==> config.mk <==
export PLATFORM = sky130hd
export DESIGN_NAME = ps2_scancode_buffer
export DESIGN_NICKNAME = d
export VERILOG_FILES = /design/src/rtl/ps2_pkg.sv /design/src/rtl/scancode_fifo.sv /design/src/rtl/ps2_scancode_buffer.sv
export SDC_FILE = /design/constraint.sdc
export NUM_CORES = 1
export LEC_CHECK = 0
export ABC_CLOCK_PERIOD_IN_PS = 6950
export CORE_MARGIN = 4
export CORE_UTILIZATION = 32
export DETAILED_ROUTE_END_ITERATION = 12
export DONT_BUFFER_PORTS = 1
export GPL_ROUTABILITY_DRIVEN = 0
export HOLD_SLACK_MARGIN = 0.1
export PLACE_DENSITY = 0.42
export SETUP_SLACK_MARGIN = 0.05
export SYNTH_ARGS = -nofsm -noshare
export SYNTH_HDL_FRONTEND = slang
export SYNTH_HIERARCHICAL = 1
export SYNTH_SLANG_ARGS = --single-unit
==> constraint.sdc <==
create_clock -name clk -period 6.95 [get_ports clk]
set_input_delay 0.695 -clock clk [delete_from_list [all_inputs] [get_ports clk]]
set_output_delay 0.695 -clock clk [all_outputs]
set_load 0.05 [all_outputs]
==> src/rtl/ps2_pkg.sv <==
// Shared scancode constants and filter-state encoding for the PS/2 scancode buffer.
package ps2_pkg;

  localparam logic [7:0] BREAK = 8'hF0;
  localparam logic [7:0] EXT   = 8'hE0;
  localparam logic [7:0] ENTER = 8'h5A;
  localparam logic [7:0] BKSP  = 8'h66;
  localparam logic [7:0] SPACE = 8'h29;

  typedef enum logic [1:0] {
    F_NORMAL,
    F_BREAK,
    F_EXT
  } filter_state_t;

endpackage

==> src/rtl/scancode_fifo.sv <==
// Scancode storage FIFO with push, pop and tail-decrement (unpush), plus occupancy flags.
module scancode_fifo #(
  parameter int DEPTH  = 16,
  parameter int ADDR_W = 4
) (
  input  logic              clk,
  input  logic              rst,
  input  logic              push,
  input  logic              pop,
  input  logic              unpush,
  input  logic [7:0]        din,
  output logic [7:0]        dout,
  output logic [ADDR_W:0]   count,
  output logic [ADDR_W:0]   count_next,
  output logic              full,
  output logic              empty
);

  localparam logic [ADDR_W:0]   CNT_ONE  = 1;
  localparam logic [ADDR_W-1:0] PTR_ONE  = 1;
  localparam logic [ADDR_W:0]   FULL_CNT = (ADDR_W+1)'(DEPTH);

  logic [7:0]        mem [DEPTH];
  logic [ADDR_W-1:0] head;
  logic [ADDR_W-1:0] tail;
  logic              do_push;
  logic              do_pop;
  logic              do_unpush;

  assign full      = (count == FULL_CNT);
  assign empty     = (count == '0);
  assign do_push   = push && !full;
  assign do_pop    = pop && !empty;
  assign do_unpush = unpush && !empty;
  assign dout      = mem[head];

  always_comb begin
    count_next = count;
    if (do_push)   count_next = count_next + CNT_ONE;
    if (do_pop)    count_next = count_next - CNT_ONE;
    if (do_unpush) count_next = count_next - CNT_ONE;
  end

  always_ff @(posedge clk or posedge rst) begin
    if (rst) begin
      head  <= '0;
      tail  <= '0;
      count <= '0;
    end else begin
      if (do_push)   tail <= tail + PTR_ONE;
      if (do_unpush) tail <= tail - PTR_ONE;
      if (do_pop)    head <= head + PTR_ONE;
      count <= count_next;
    end
  end

  // NOTE: storage is deliberately not reset; only the pointers and count define which entries are valid.
  always_ff @(posedge clk) begin
    if (do_push) mem[tail] <= din;
  end

endmodule

==> src/rtl/ps2_scancode_buffer.sv <==
// Filters the PS/2 byte stream, buffers make codes and releases them on Enter via valid/ready.
// Optional backspace editing is enabled by defining PS2_BUFFER_BACKSPACE_EN.
module ps2_scancode_buffer
  import ps2_pkg::*;
#(
  parameter int         DEPTH      = 16,
  parameter int         ADDR_W     = 4,
  parameter logic [7:0] ENTER_CODE = ENTER,
  parameter logic [7:0] BREAK_CODE = BREAK,
  parameter logic [7:0] EXT_CODE   = EXT,
  parameter logic [7:0] BKSP_CODE  = BKSP
) (
  input  logic              clk,
  input  logic              rst,
  input  logic [7:0]        ps2_received_data,
  input  logic              ps2_received_data_strb,
  output logic [7:0]        code_out,
  output logic              code_valid,
  input  logic              code_ready,
  output logic [ADDR_W:0]   fill_level,
  output logic [ADDR_W:0]   pending,
  output logic              full,
  output logic              empty,
  output logic              overflow
);

  localparam logic [ADDR_W:0] CNT_ONE = 1;

  filter_state_t   state_q, state_d;
  logic            push_ev;
  logic            release_ev;
  logic            unpush;
  logic            pop;
  logic [7:0]      fifo_dout;
  logic [ADDR_W:0] count_next;
`ifdef PS2_BUFFER_BACKSPACE_EN
  logic            bksp_ev;
`endif

  // NOTE: every combinational output gets a default first so no path can infer a latch.
  always_comb begin
    state_d    = state_q;
    push_ev    = 1'b0;
    release_ev = 1'b0;
`ifdef PS2_BUFFER_BACKSPACE_EN
    bksp_ev    = 1'b0;
`endif
    if (ps2_received_data_strb) begin
      case (state_q)
        F_NORMAL: begin
          if (ps2_received_data == BREAK_CODE)      state_d    = F_BREAK;
          else if (ps2_received_data == EXT_CODE)   state_d    = F_EXT;
          else if (ps2_received_data == ENTER_CODE) release_ev = 1'b1;
`ifdef PS2_BUFFER_BACKSPACE_EN
          else if (ps2_received_data == BKSP_CODE)  bksp_ev    = 1'b1;
`endif
          else                                      push_ev    = 1'b1;
        end
        F_BREAK: state_d = F_NORMAL;
        F_EXT:   state_d = (ps2_received_data == BREAK_CODE) ? F_BREAK : F_NORMAL;
        default: state_d = F_NORMAL;
      endcase
    end
  end

`ifdef PS2_BUFFER_BACKSPACE_EN
  // Backspace may only erase entries the user has not yet released.
  assign unpush = bksp_ev && (fill_level > pending);
`else
  assign unpush = 1'b0;
`endif

  assign code_valid = (pending != '0);
  assign pop        = code_valid && code_ready;
  assign code_out   = code_valid ? fifo_dout : 8'h00;

  scancode_fifo #(
    .DEPTH  (DEPTH),
    .ADDR_W (ADDR_W)
  ) u_fifo (
    .clk        (clk),
    .rst        (rst),
    .push       (push_ev),
    .pop        (pop),
    .unpush     (unpush),
    .din        (ps2_received_data),
    .dout       (fifo_dout),
    .count      (fill_level),
    .count_next (count_next),
    .full       (full),
    .empty      (empty)
  );

  // NOTE: sequential state uses non-blocking assignments so all registers update together at the edge.
  always_ff @(posedge clk or posedge rst) begin
    if (rst) begin
      state_q  <= F_NORMAL;
      pending  <= '0;
      overflow <= 1'b0;
    end else begin
      state_q <= state_d;
      // Release snapshots the post-edge fill so a same-cycle pop is already accounted for.
      if (release_ev) pending <= count_next;
      else if (pop)   pending <= pending - CNT_ONE;
      if (release_ev)          overflow <= 1'b0;
      else if (push_ev && full) overflow <= 1'b1;
    end
  end

endmodule

== Word level (Yosys, flattened, before mapping) ==
Memories as Yosys holds them, arrays and structs flattened.
Index checks and enable logic that the tools add are counted.

* Register bits: 21
* Latch bits: 0
* Bits in writable memories: 128
* ROM bits: 0
* Output and inout port bits: 22
* Logic and storage cells: 53
* Memories: 1

{| class="wikitable"
|+ Memories
! name !! words !! width !! rd ports !! clocked after memory_dff !! wr ports !! line !! text
|-
| u_fifo.mem || 16 || 8 || 1 || 0 || 1 || scancode_fifo.sv:23 || <nowiki>logic [7:0] mem [DEPTH];</nowiki>
|}

* Add/sub/neg operators: 5
* Multipliers: 0
* Divide/modulo/power cells: 0
* Order comparisons: 0
* Eq/ne operators: 6
* Shift-type cells: 0
* Muxes and demuxes: 23
* Bitwise operators: 0
* Reduce and logical (&&, ||, !) cells: 12

{| class="wikitable"
|+ Operators with widths
! operator !! number
|-
| $mux 5 || 4
|-
| $eq 8x8->1 const B || 2
|-
| $mux 1 || 15
|-
| $sub 5x1->5 const B || 2
|-
| $add 4x1->4 const B || 2
|-
| $eq 8x7->1 const B || 1
|-
| $mux 8 || 1
|-
| $add 5x1->5 const B || 1
|-
| $eq 5x5->1 const B || 1
|-
| $logic_not 5->1 || 1
|-
| $reduce_bool 5->1 || 1
|-
| $logic_and 1x1->1 || 4
|-
| $mux 2 || 2
|-
| $pmux 2 s2 || 1
|-
| $reduce_bool 2->1 || 2
|-
| $ne 3x3->1 const B || 1
|-
| $eq 2x2->1 const B || 1
|-
| $logic_not 1->1 || 2
|-
| $logic_not 2->1 || 1
|-
| $reduce_and 2->1 || 1
|}

== Longest topological paths before layout ==
* Depth after elaboration: 11
* Gate-level depth with buffers: 16
* Mapped depth without buffers: 15

== Cells and area by module ==
The synthesis kept the hierarchy.

{| class="wikitable"
|+ By module, submodules not included
! module !! instances !! cells each !! area each (sq um)
|-
| scancode_fifo || 1 || 292 || 5885.6
|-
| ps2_scancode_buffer || 1 || 57 || 549.3
|}

== Least setup slack after synthesis ==
OpenSTA, ideal clock, no wires.

* Kind: input port to flip-flop
* Start point: input port ps2_received_data[0]
* End point: register pending[4]
* Arrival time: 3.230 ns
* Data required time: 6.825 ns
* Path slack: 3.595 ns
* Cell stages on the path: 14
* Cells stage by stage: or3b_1 -> or4_4 -> nand2_1 -> nor2_1 -> and2_4 -> buf_12 -> mux2i_4 -> ha_1 -> nand3_2 -> nor2_1 -> a32oi_1 -> nand2_1 -> xnor2_1 -> mux2_2

* Longest elaborated chain between the ends: 11
* Elaborated cells on any way between the ends: 19
* Those cells by class: 1 x add/sub; 3 x eq/ne; 13 x mux; 2 x reduce/logical

{| class="wikitable"
|+ RTL lines
! item !! line !! text
|-
| start, declared || ps2_scancode_buffer.sv:15 || <nowiki>input logic [7:0] ps2_received_data,</nowiki>
|-
| $eq 8x7->1 || ps2_scancode_buffer.sv:53 || <nowiki>else if (ps2_received_data == ENTER_CODE) release_ev = 1'b1;</nowiki>
|-
| $mux 1 || ps2_scancode_buffer.sv:53 ||
|-
| $mux 1 || ps2_scancode_buffer.sv:52 || <nowiki>else if (ps2_received_data == EXT_CODE) state_d = F_EXT;</nowiki>
|-
| $mux 1 (*) || ps2_scancode_buffer.sv:51 || <nowiki>if (ps2_received_data == BREAK_CODE) state_d = F_BREAK;</nowiki>
|-
| $mux 1 (*) || ps2_scancode_buffer.sv:49 || <nowiki>case (state_q)</nowiki>
|-
| $mux 1 (*) || ps2_scancode_buffer.sv:48 || <nowiki>if (ps2_received_data_strb) begin</nowiki>
|-
| via push_ev || ps2_scancode_buffer.sv:30 || <nowiki>logic push_ev;</nowiki>
|-
| $logic_and 1x1->1 (*) || scancode_fifo.sv:32 || <nowiki>assign do_push = push && !full;</nowiki>
|-
| $mux 5 (*) || scancode_fifo.sv:39 || <nowiki>if (do_push) count_next = count_next + CNT_ONE;</nowiki>
|-
| $sub 5x1->5 || scancode_fifo.sv:40 || <nowiki>if (do_pop) count_next = count_next - CNT_ONE;</nowiki>
|-
| $mux 5 (*) || scancode_fifo.sv:40 ||
|-
| via count_next[4] || ps2_scancode_buffer.sv:35 || <nowiki>logic [ADDR_W:0] count_next;</nowiki>
|-
| $mux 5 (*) || ps2_scancode_buffer.sv:103 || <nowiki>if (release_ev) pending <= count_next;</nowiki>
|-
| end signal, assigned || ps2_scancode_buffer.sv:103 ||
|-
| end signal, assigned || ps2_scancode_buffer.sv:104 || <nowiki>else if (pop) pending <= pending - CNT_ONE;</nowiki>
|-
| end, declared || ps2_scancode_buffer.sv:21 || <nowiki>output logic [ADDR_W:0] pending,</nowiki>
|}

Mark *: on every way through the listed nets, which the timed path passes. The rest lies on a longest branch.
A chain may end at the register's enable or synchronous reset.

== Worst setup path after layout ==
* Start point: register u_fifo.head[0]
* End point: output port code_out[4]

* Longest elaborated chain between the ends: 2

{| class="wikitable"
|+ RTL lines
! item !! line !! text
|-
| start, declared || scancode_fifo.sv:24 || <nowiki>logic [ADDR_W-1:0] head;</nowiki>
|-
| start signal, assigned || scancode_fifo.sv:52 || <nowiki>if (do_pop) head <= head + PTR_ONE;</nowiki>
|-
| $mem_v2 16x8 || -- ||
|-
| via fifo_dout[4] || ps2_scancode_buffer.sv:34 || <nowiki>logic [7:0] fifo_dout;</nowiki>
|-
| $mux 8 || ps2_scancode_buffer.sv:75 || <nowiki>assign code_out = code_valid ? fifo_dout : 8'h00;</nowiki>
|-
| end, declared || ps2_scancode_buffer.sv:17 || <nowiki>output logic [7:0] code_out,</nowiki>
|}

The timed path passes the listed nets, and every way through them passes these cells.

==> metrics.yaml <==
timing:
  rsz0062_at_grt: "false"
  drv_slew: 0
  fmaxAchievable_ghz: 0.282
  finalHoldViolations: 0
  setup_violations: 0
  final.period_utilization_pct: 50.9
  timing.hold.ws_ns: 0.197
  clock_skew_ns: 0.0217
  maxSlewHeadroom_pct: 24.7
  period_needed_ns: 3.54
  fin_tns_setup_ns: 0
  worst_slack_ns: 3.41
  worst_pin_slew_ns: 1.13
power_and_ir_drop:
  ir_worst_vdd_uv: 224
  switchingPower_mw: 1.24
  switching_share_pct: 36.5
  pwr-share-seq_pct: 39.4
  powerDensity_nw_per_um2: 462
  internal_power_mw: 2.15
  p_comb_share_pct: 33.3
  p_leak_nw: 2.44
  pwr-share-clk_pct: 27.3
clock_network:
  clockBufferDepth: 2
  cts_resized: 0
  cts_buffers: 17
  clock_latency_ns: 0.43
  holdBufCountCts: 1
  cts_tree: "done"
  cts-root-buf: "clkbuf_16"
  cts.sinks: 149
  path_clk_slew_ns: 0.07
  cts_setup_buffers: 0
  htree_levels: 4
logic_synthesis:
  synth_top_area_cell: "edfxtp_1"
  synthTopCellsByCount: "edfxtp_1 (128), mux4_2 (40), dfrtp_1 (21)"
  synth_nets: 370
  synthMostInstantiatedCell: "edfxtp_1"
  synth_edf_count: 128
  synth_xor_area_share_pct: 2.97
  yosysTopAreaCellShare_pct: 59.7
  yosys.area_share.adder_pct: 1.87
  ys_warn_count: 6
  ys.flop_type: "edfxtp_1"
  ys_types: 58
  syn-cell-area_um2: 6430
  synth_seq_cells: 149
  synth_compound_area_share_pct: 2.39
  synth_mux_area_share_pct: 15.4
  synth_area_per_cell_um2: 18.4
  yosysSeqAreaShare_pct: 67.9
  synth_top_family_by_area: "multiplexers"
  syn_inst: 349
  synth_area_leaders: "edfxtp_1 (60%), mux4_2 (14%), dfrtp_1 (8.2%)"
  synthArstFlopShare_pct: 14.1
  yosys.area_share.simple_pct: 7.17
global_route:
  use_met2_pct: 21.2
  grt_first_pass_wirelength_um: 21600
  grt_pass1_vias: 3296
  grt-busiest-layer: "met2"
  grt_max_degree: 36
  use_met1_pct: 18.3
  met3_usage_pct: 4.00
  antenna_found_initial: 1
  grt-ovfl-total: 0
  grt_use_total_pct: 13.7
worst_setup_path:
  cp_max_fo: 35
  critical_path_required_ns: 6.25
  criticalPathCategory: "flop to output pin"
  r2r_end: "u_fifo/mem[12][5]"
  startpoint: "u_fifo/head[0]"
  worstPathArrival_ns: 2.85
  startpoint_type: "flop"
  rr_worst_depth: 6
  r2r_slack_ns: 3.77
  endpoint_kind: "output pin"
  r2r_start: "state_q[0]"
final_layout:
  diodes: 0
  area_delta_synth_final_pct: 14.2
  final_nets: 382
  final_core_util_pct: 37.5
  layout-drive-gt1-share_pct: 26.2
detailed_routing:
  drc: 0
  vias: 3106
  dr.pass1.iters: 6
  wl_per_cell_um: 22.2
  vias_per_cell: 4.86
  wl_um: 14200
  first_iter_violations: 135
  antenna_left: 0
floorplanning:
  die_h_um: 150
  fp-row-count: 51
  die_x_um: 150
  start_util_pct: 32.8
  die_area_um2: 22400
  top_level_ports: 34
  core_um2: 19600
status:
  status: "finished clean"
hold_path:
  hold_path.class: "input port to async pin"
placement:
  dp_hpwl_um: 9150
  dp_slack_ns: 3.36
  portBuffers: 0
run:
  drv_cap: 0
layer usage:
| metal | vias up | wire [um] |
|---|---|---|
| met1 | 1630 | 6380 |
| met5 | - | 0 |
| met4 | 0 | 218 |
| met3 | 16 | 651 |
| li1 | 1406 | - |
| met2 | 54 | 6960 |
critical path, stage by stage (launching register included):
cell and delay [ns]:
dfrtp_2 0.34, buf_4 0.58, mux4_2 0.62, mux4_2 0.52, and2_1 0.33
flip-flops by register name (all words and copies together), names as in the netlist:
name and flops:
state_q 2, u_fifo/mem 128, u_fifo/head 4, u_fifo/tail 4, u_fifo/count 5, overflow 1, pending 5
layout make-up:
cell class                 count  area (um^2)
fill                        1793        12200
sequential                   149         4370
multi-input combinational    172         1920
clock buffer                  26          554
tap                          265          332
clock inverter                 6         58.8
timing repair buffer           7         55.1
inverter                      14         52.6
cells by family (layout without fill, tap and decap cells):
group                      after synthesis  in the layout
AOI/OAI and AO/OA                       20             20
xor gates and xnor gates                18             18
adders and majority gates                9              9
buffers and inverters                   28             53
DFF                                    149            149
muxes                                   47             47
other                                    1              1
and+or+nand+nor                         77             77
worst max path at each step:
stage / endpoint / slack [ns] / cells after the start
6_report: code_out[4] / 3.41 / 4
5_1_grt: code_out[4] / 3.22 / 4
4_1_cts: code_out[4] / 3.29 / 4
3_5_place_dp: pending[4] / 3.36 / 13
3_3_place_gp: pending[4] / 3.38 / 13
2_1_floorplan: pending[4] / 3.60 / 14
placed cells by master, fill, tap and decap left out, types with 2 or more instances in the layout:
cell type	count
edfxtp_1	128
mux4_2	40
clkbuf_16	21
dfrtp_1	20
nand2_1	16
nor2_1	14
inv_1	13
and2_1	10
xnor2_1	9
ha_1	8
nand3_1	7
xor2_1	6
buf_4	6
mux2_2	5
nor3_1	5
o21ai_0	4
clkbuf_1	4
clkinv_2	4
a21oi_1	3
nand2b_1	3
nand4_1	3
nor3b_1	2
nand4b_1	2
a31oi_1	2
a211o_1	2
metrics by stage:
step	cell area, um^2	cells	power (mW)
final	7350	639	3.39
after global routing	7350	639	3.58
after CTS	7350	639	3.46
after detailed placement	6720	606	2.52
after global placement	6720	606	2.52
after floorplan	6430	349	2.26
power by group through the flow:
stage                     combinational, mW  sequential (mW)  clock (mW)
final                                  1.13             1.34       0.926
after detailed placement               1.16             1.36           0
after global placement                 1.16             1.36           0
after global routing                   1.23             1.36       0.995
after floorplan                       0.973             1.29           0
after CTS                              1.16             1.34       0.955
No activity file was read; power rests on OpenSTA's default activity.
